### src/rtl/bri_gate_drv.sv
// H-bridge gate driver for the NMR transmit coil: dead-time insertion,
// shoot-through protection and latched fault handling.
module bri_gate_drv #(
    parameter int DT_W = 4,
    parameter int ON_W = 10
) (
    input  logic            clk_dds,
    input  logic            rst,
    input  logic            en,
    input  logic            up,
    input  logic            down,
    input  logic [DT_W-1:0] dead_cyc,
    input  logic [ON_W-1:0] max_on,
    input  logic            fault_clr,
    output logic            q_ap,
    output logic            q_an,
    output logic            q_bp,
    output logic            q_bn,
    output logic            fault,
    output logic [1:0]      fault_code
);

    typedef enum logic [2:0] {
        S_OFF,
        S_DEAD,
        S_POS,
        S_NEG,
        S_FAULT
    } state_t;

    localparam logic [1:0] R_OFF = 2'b00;
    localparam logic [1:0] R_NEG = 2'b01;
    localparam logic [1:0] R_POS = 2'b10;
    localparam logic [1:0] R_ILL = 2'b11;

    // gate order {ap, an, bp, bn}
    localparam logic [3:0] G_OFF = 4'b0000;
    localparam logic [3:0] G_POS = 4'b1001;
    localparam logic [3:0] G_NEG = 4'b0110;

    state_t          state;
    logic            up_r;
    logic            down_r;
    logic [DT_W-1:0] cnt;
    logic [1:0]      target;
    logic [ON_W-1:0] on_cnt;
    logic [3:0]      gate;
    logic [1:0]      req;
    logic [1:0]      cur_req;
    logic            conducting;
    logic            wd_hit;

    assign req        = {up_r, down_r};
    assign conducting = (state == S_POS) || (state == S_NEG);
    assign cur_req    = (state == S_POS) ? R_POS :
                        (state == S_NEG) ? R_NEG : R_OFF;
    assign wd_hit     = conducting && (max_on != '0) && (on_cnt == max_on);

    assign {q_ap, q_an, q_bp, q_bn} = gate;

    always_ff @(posedge clk_dds or posedge rst) begin
        if (rst) begin
            state      <= S_OFF;
            up_r       <= 1'b0;
            down_r     <= 1'b0;
            cnt        <= '0;
            target     <= R_OFF;
            on_cnt     <= '0;
            gate       <= G_OFF;
            fault      <= 1'b0;
            fault_code <= 2'b00;
        end else begin
            up_r   <= up;
            down_r <= down;
            if (state == S_FAULT) begin
                if (fault_clr && req == R_OFF) begin
                    state      <= S_OFF;
                    fault      <= 1'b0;
                    fault_code <= 2'b00;
                end
            end else if (!en) begin
                state  <= S_OFF;
                cnt    <= '0;
                on_cnt <= '0;
                target <= R_OFF;
                gate   <= G_OFF;
            end else if (req == R_ILL) begin
                state      <= S_FAULT;
                fault      <= 1'b1;
                fault_code <= 2'b01;
                gate       <= G_OFF;
            end else if (wd_hit) begin
                state      <= S_FAULT;
                fault      <= 1'b1;
                fault_code <= 2'b10;
                gate       <= G_OFF;
            end else begin
                unique case (state)
                    S_OFF: begin
                        if (req != R_OFF) begin
                            state  <= S_DEAD;
                            target <= req;
                            cnt    <= dead_cyc;
                        end
                    end
                    S_DEAD: begin
                        // target tracks req; the count is never reloaded here
                        target <= req;
                        if (cnt != '0) begin
                            cnt <= cnt - 1'b1;
                        end else begin
                            on_cnt <= ON_W'(1);
                            case (target)
                                R_POS: begin
                                    state <= S_POS;
                                    gate  <= G_POS;
                                end
                                R_NEG: begin
                                    state <= S_NEG;
                                    gate  <= G_NEG;
                                end
                                default: state <= S_OFF;
                            endcase
                        end
                    end
                    S_POS, S_NEG: begin
                        if (req == cur_req) begin
                            if (on_cnt != '1) on_cnt <= on_cnt + 1'b1;
                        end else begin
                            state  <= S_DEAD;
                            target <= req;
                            cnt    <= dead_cyc;
                            gate   <= G_OFF;
                        end
                    end
                    default: ;
                endcase
            end
        end
    end

endmodule

### config.mk
export PLATFORM = sky130hd
export DESIGN_NAME = bri_gate_drv
export DESIGN_NICKNAME = d
export VERILOG_FILES = /design/src/rtl/bri_gate_drv.sv
export SDC_FILE = /design/constraint.sdc
export NUM_CORES = 1
export LEC_CHECK = 0
export CORE_MARGIN = 2
export CORE_UTILIZATION = 51
export CTS_BUF_LIST = sky130_fd_sc_hd__clkbuf_4
export DETAILED_ROUTE_END_ITERATION = 12
export GPL_TIMING_DRIVEN = 0
export PLACE_DENSITY = 0.89
export RECOVER_POWER = 50
export SETUP_SLACK_MARGIN = 0.15
export SLEW_MARGIN = 20
export SYNTH_ARGS = -nofsm -noshare
export SYNTH_HDL_FRONTEND = slang
export SYNTH_SLANG_ARGS = --single-unit
### constraint.sdc
create_clock -name clk_dds -period 1.9 [get_ports clk_dds]
set_input_delay 0.19 -clock clk_dds [delete_from_list [all_inputs] [get_ports clk_dds]]
set_output_delay 0.19 -clock clk_dds [all_outputs]
set_load 0.02 [all_outputs]
== Word-level counts from Yosys, hierarchy flattened ==
Index checks and enable logic that the tools add are counted.

* Reductions and logical operators: 18
* Muxes and demuxes: 49
* Eq/ne operators: 29
* Add/subtract/negate cells: 2
* Bitwise gates (word level): 1

{| class="wikitable"
|+ Operators with widths
! kind !! number
|-
| 2-to-1 mux 10 bit || 6
|-
| 2-to-1 mux 4 bit || 11
|-
| 2-to-1 mux 3 bit || 8
|-
| inequality test 6 bit, second input constant || 4
|-
| 2-to-1 mux 2 bit || 11
|-
| case mux 10 bit (2 select lines) || 1
|-
| inequality test 3 bit, second input constant || 6
|-
| case mux 4 bit (2 select lines) || 2
|-
| AND reduction 7 bit || 2
|-
| case mux 4 bit (3 select lines) || 1
|-
| adder 10 x 1 -> 10 bit, second input constant || 1
|-
| == test 10 bit || 1
|-
| inequality test 10 bit, second input constant || 1
|-
| inequality test 5 bit, second input constant || 2
|-
| AND reduction 5 bit || 2
|-
| nonzero test 10 bit || 1
|-
| case mux 3 bit (3 select lines) || 1
|-
| inequality test 7 x 1 -> 1 bit, second input constant || 1
|-
| == test 3 x 2 -> 1 bit, second input constant || 2
|-
| 2-to-1 mux 1 bit || 6
|-
| case mux 2 bit (3 select lines) || 1
|-
| AND reduction 6 bit || 1
|-
| inequality test 5 x 1 -> 1 bit, second input constant || 1
|-
| == test 2 bit, second input constant || 2
|-
| 20 further kinds || 24
|}

* Word-level logic and storage cells: 108
* Register bits after elaboration: 28
* Output and inout port bits: 7
* Input port bits: 20

== Depth between registers and ports, before layout ==
* Depth in word-level cells: 10
* Depth in mapped cells: 8
* Mapped depth without buffers: 8

== Worst setup path before layout ==
No wires, ideal clock.

* Kind: flip-flop to flip-flop
* Start: reg cnt[0]
* End: reg gate[0]
* Data required time: 1775 ps
* Buffers on the path: 0
* Data arrival time: 1740 ps
* Setup time: 125 ps
* Period minus slack after synthesis: 1865 ps
* Stages on the path, launching flop included: 8
* Slack: 35 ps
* Cell sequence: dfrtp_1 -> inv_1 -> ha_1 -> nor3b_1 -> o21ai_0 -> o31ai_1 -> o21a_1 -> mux2_2

* Cells in the longest elaborated chain, start to end: 3

{| class="wikitable"
|+ Ends and longest elaborated chain
! item !! RTL line !! text
|-
| start: declaration || 44 || <nowiki>logic [DT_W-1:0] cnt;</nowiki>
|-
| start signal: assignment || 103 || <nowiki>cnt <= dead_cyc;</nowiki>
|-
| start signal: assignment || 110 || <nowiki>cnt <= cnt - 1'b1;</nowiki>
|-
| start signal: assignment || 132 || <nowiki>cnt <= dead_cyc;</nowiki>
|-
| nonzero test 4 bit || 109 || <nowiki>if (cnt != '0) begin</nowiki>
|-
| inequality test 5 bit (no source line) || n/a ||
|-
| AND reduction 5 bit (no source line) || n/a ||
|-
| end signal: assignment || 116 || <nowiki>gate <= G_POS;</nowiki>
|-
| end signal: assignment || 120 || <nowiki>gate <= G_NEG;</nowiki>
|-
| end signal: assignment || 133 || <nowiki>gate <= G_OFF;</nowiki>
|-
| end: declaration || 47 || <nowiki>logic [3:0] gate;</nowiki>
|}

Every way passes these cells.
A chain may end at the register's enable or synchronous reset.

== Worst setup path after layout ==
* Start: reg cnt[1]
* End: reg on_cnt[1]

* Cells in the longest elaborated chain, start to end: 3

{| class="wikitable"
|+ Ends and longest elaborated chain
! item !! RTL line !! text
|-
| nonzero test 4 bit || 109 ||
|-
| inequality test 3 bit (no source line) || n/a ||
|-
| AND reduction 7 bit (no source line) || n/a ||
|-
| end signal: assignment || 128 || <nowiki>if (on_cnt != '1) on_cnt <= on_cnt + 1'b1;</nowiki>
|-
| end: declaration || 46 || <nowiki>logic [ON_W-1:0] on_cnt;</nowiki>
|}

Every way passes these cells.

==> impl_metrics.env <==
export IMPL_synth_common_cells="dfrtp_1 (26), nand2_1 (25), nor2_1 (19)"
export IMPL_die_h_um=64.52
export IMPL_core_region_area_um2=3416
export IMPL_gp_congestion=0.8917
export IMPL_crit_path_start_kind="flop"
export IMPL_port_buffers=25
export IMPL_p_per_area_nw_per_um2=665.6
export IMPL_switching_share_pct=38.88
export IMPL_yosysMostFrequentCell="dfrtp_1"
export IMPL_worstSetupPathType="flop to flop"
export IMPL_yosys_top_cells_area="dfrtp_1 (35%), nand2_1 (5.0%), xor2_1 (4.7%)"
export IMPL_pre_cts_slack_ps=-272.2
export IMPL_grt_overflow_total=0
export IMPL_yosysTopAreaCellShare_pct=34.83
export IMPL_syn_inst=220
export IMPL_synth_async_reset_ratio_pct=100.0
export IMPL_cp_max_fo=4
export IMPL_viasPerCell=6.613
export IMPL_finalSetupViolations=11
export IMPL_post_route_util_pct=83.44
export IMPL_critPathSlowestCell="dfrtp_1"
export IMPL_nNetsFinal=311
export IMPL_tns_ps=-977.1
export IMPL_dr_pass1_iters=5
export IMPL_drc=0
export IMPL_fin_ws_ps=-202.2
export IMPL_post_dp_hpwl_um=3318
export IMPL_synth_area_per_cell_um2=8.491
export IMPL_fp_row_count=21
export IMPL_clk_latency_ps=350
export IMPL_crit_arrival_ps=2300
export IMPL_grt_pass1_wl_um=8859
export IMPL_maxSlewHeadroom_pct=33.58
export IMPL_clk_pin_slew_ps=150
export IMPL_power_switching_uw=737.5
export IMPL_maxSlewViolCount=0
export IMPL_grt_setup_unrepaired="yes"
export IMPL_final_instance_count_excl_fill=331
export IMPL_cpPeakStageDelay_ps=420
export IMPL_start_util_pct=54.69
export IMPL_synth_edf_count=0
export IMPL_ys_types=50
export IMPL_ant_nets=0
export IMPL_clockPowerShare_pct=13.2
export IMPL_outcome="complete, but fails checks"
export IMPL_ys_warn_count=0
export IMPL_clockRootBuffer="clkbuf_4"
export IMPL_max_freq_mhz=475.7
export IMPL_place_inst=291
export IMPL_cts_max_path_buffers=2
export IMPL_synth_largest_area_cell="dfrtp_1"
export IMPL_violations="setup timing"
export IMPL_area_growth_pct=52.58
export IMPL_wl_per_cell_um=20.98
export IMPL_synth_seq_area_share_pct=34.83
export IMPL_hold_viol=0
export IMPL_required_ps=2100
export IMPL_vias=2189
export IMPL_htree_levels=1
export IMPL_endpoint_kind="flop"
export IMPL_wl_um=6944
export IMPL_num_antenna_cells=0
export IMPL_netlist_area_um2=1868
export IMPL_ys_ff_latch=26
export IMPL_drive_gt1_share_pct=39.30
export IMPL_regToRegSetupSlack_ps=-200
export IMPL_numCtsBuffers=3
export IMPL_track_usage_pct=27.27
export IMPL_skew_ps=19.69
export IMPL_grt_pass1_vias=1838
export IMPL_max_cap_viol_count=0
export IMPL_cts_sinks=26
export IMPL_hold_buffers=0
export IMPL_dieWidth_um=64.52
export IMPL_power_frac_seq_pct=36.3
export IMPL_nFillCells=172
export IMPL_first_iter_violations=376
export IMPL_synth_main_ff_cell="dfrtp_1"
export IMPL_power_leakage_uw=0.001201
export IMPL_intPower_uw=1160
export IMPL_tightest_slew_ps=995.2
export IMPL_antenna_found_initial=0
export IMPL_cts_tree="built"
export IMPL_die_area_um2=4163
export IMPL_ir_worst_vdd_uv=739.4
export IMPL_min_period_ps=2102
export IMPL_comb_power_share_pct=50.5
export IMPL_crit_chain="inv_2 > ha_4 > nor3b_4 > a21oi_2 > nor2_2 > buf_4 > o21ai_0 > o211ai_1 > o21ai_1"
export IMPL_grt_max_degree=27
export IMPL_hp_class="input port to flop"
export IMPL_syn_nets=245
export IMPL_fin_crit_sh_pct=110.6
export IMPL_pin_count=27
## cell usage in the layout, fill, tap and decap left out, drive strengths merged, types with 2 or more instances in the layout
| cell | netlist | final |
|---|---|---|
| a211o | 2 | 2 |
| a21oi | 10 | 10 |
| a221o | 2 | 2 |
| and3 | 5 | 5 |
| buf | 8 | 44 |
| clkbuf | 5 | 8 |
| clkdlybuf4s50 | 0 | 21 |
| dfrtp | 26 | 26 |
| dlygate4sd3 | 0 | 3 |
| ha | 5 | 5 |
| inv | 10 | 10 |
| mux2i | 3 | 3 |
| nand2 | 27 | 27 |
| nand2b | 3 | 3 |
| nand3 | 14 | 14 |
| nand4 | 6 | 6 |
| nor2 | 20 | 20 |
| nor3 | 10 | 10 |
| nor3b | 3 | 3 |
| nor4 | 8 | 8 |
| o211ai | 4 | 4 |
| o21a | 2 | 2 |
| o21ai | 10 | 10 |
| o31ai | 4 | 4 |
| or3 | 3 | 3 |
| or4 | 5 | 5 |
| xor2 | 10 | 10 |
## cell type report
cell class	count	area [um2]	area share, %
Inverter	10	37.54	1.317
Timing Repair Buffer	61	556.8	19.53
Clock buffer	3	22.52	0.7902
Tap cell	46	57.56	2.019
Clock inverter	1	3.754	0.1317
Multi-Input combinational cell	171	1405	49.30
Buffer	13	107.6	3.775
Sequential cell	26	659.4	23.13
## final timing paths
check | cells past startpoint | end | start
min reg2reg | 2 | fault | fault
max | 9 | on_cnt[1] | cnt[1]
max reg2reg | 9 | on_cnt[1] | cnt[1]
min in group asynchronous | 2 | target[1] | rst
max in group asynchronous | 2 | up_r | rst
min | 3 | cnt[0] | en
## state kept, by name, indices dropped and copies added, names as in the netlist
| name | flops |
|---|---|
| on_cnt | 10 |
| cnt | 4 |
| state | 3 |
| fault_code | 2 |
| gate | 2 |
| target | 2 |
| down_r | 1 |
| fault | 1 |
| up_r | 1 |
## power by group through the flow
stage | Sequential, uW | Clock (uW) | Combinational [uW]
finish | 688 | 250 | 959
global route | 693 | 271 | 1020
CTS | 677 | 242 | 717
detailed placement | 693 | 0 | 611
global placement | 690 | 0 | 599
floorplan | 718 | 0 | 377
## per-layer routing
metal  GRT usage, %  routed length, um  part of all wire (%)  vias up
met4          13.56                367                   5.3        0
li1               -                  -                     -      924
met1          35.94               2592                    37     1024
met2          42.71               3279                    47      194
met3          5.556                705                    10       47
met5              0                  0                     0        -
## metrics by stage
stage / total power (uW) / hold WS, ps / instance area, um2
after floorplan: 1095 / 221.4 / 1908
after global placement: 1288 / 499.8 / 2216
after detailed placement: 1304 / 501.4 / 2216
after CTS: 1636 / 280.6 / 2460
after global routing: 1981 / 413.8 / 2850
final: 1897 / 387.4 / 2850
## critical path: cells and delay by family (launching register included)
family / cells / cell delay [ps]
compound gates: 4 / 660
simple gates: 2 / 500
flops: 1 / 420
buf+inv: 2 / 230
fa+ha+maj: 1 / 120
## cell families after synthesis
family                   after synthesis  synth area share, %
multiplexers                           4                2.210
AO/OA/AOI/OAI                         44                17.62
XOR/XNOR                              11                5.157
buffers and inverters                 23                5.961
adder cells (fa/ha/maj)                5                3.349
AND/OR/NAND/NOR                      107                30.88
flip-flops                            26                34.83
## repair_timing
item                       4_1_cts  5_1_grt
setup endpoints to repair       22       24
buffers inserted                18       18
pin swaps                       15       26
gates resized for setup         23       63
No activity file was read; power rests on OpenSTA's default activity.
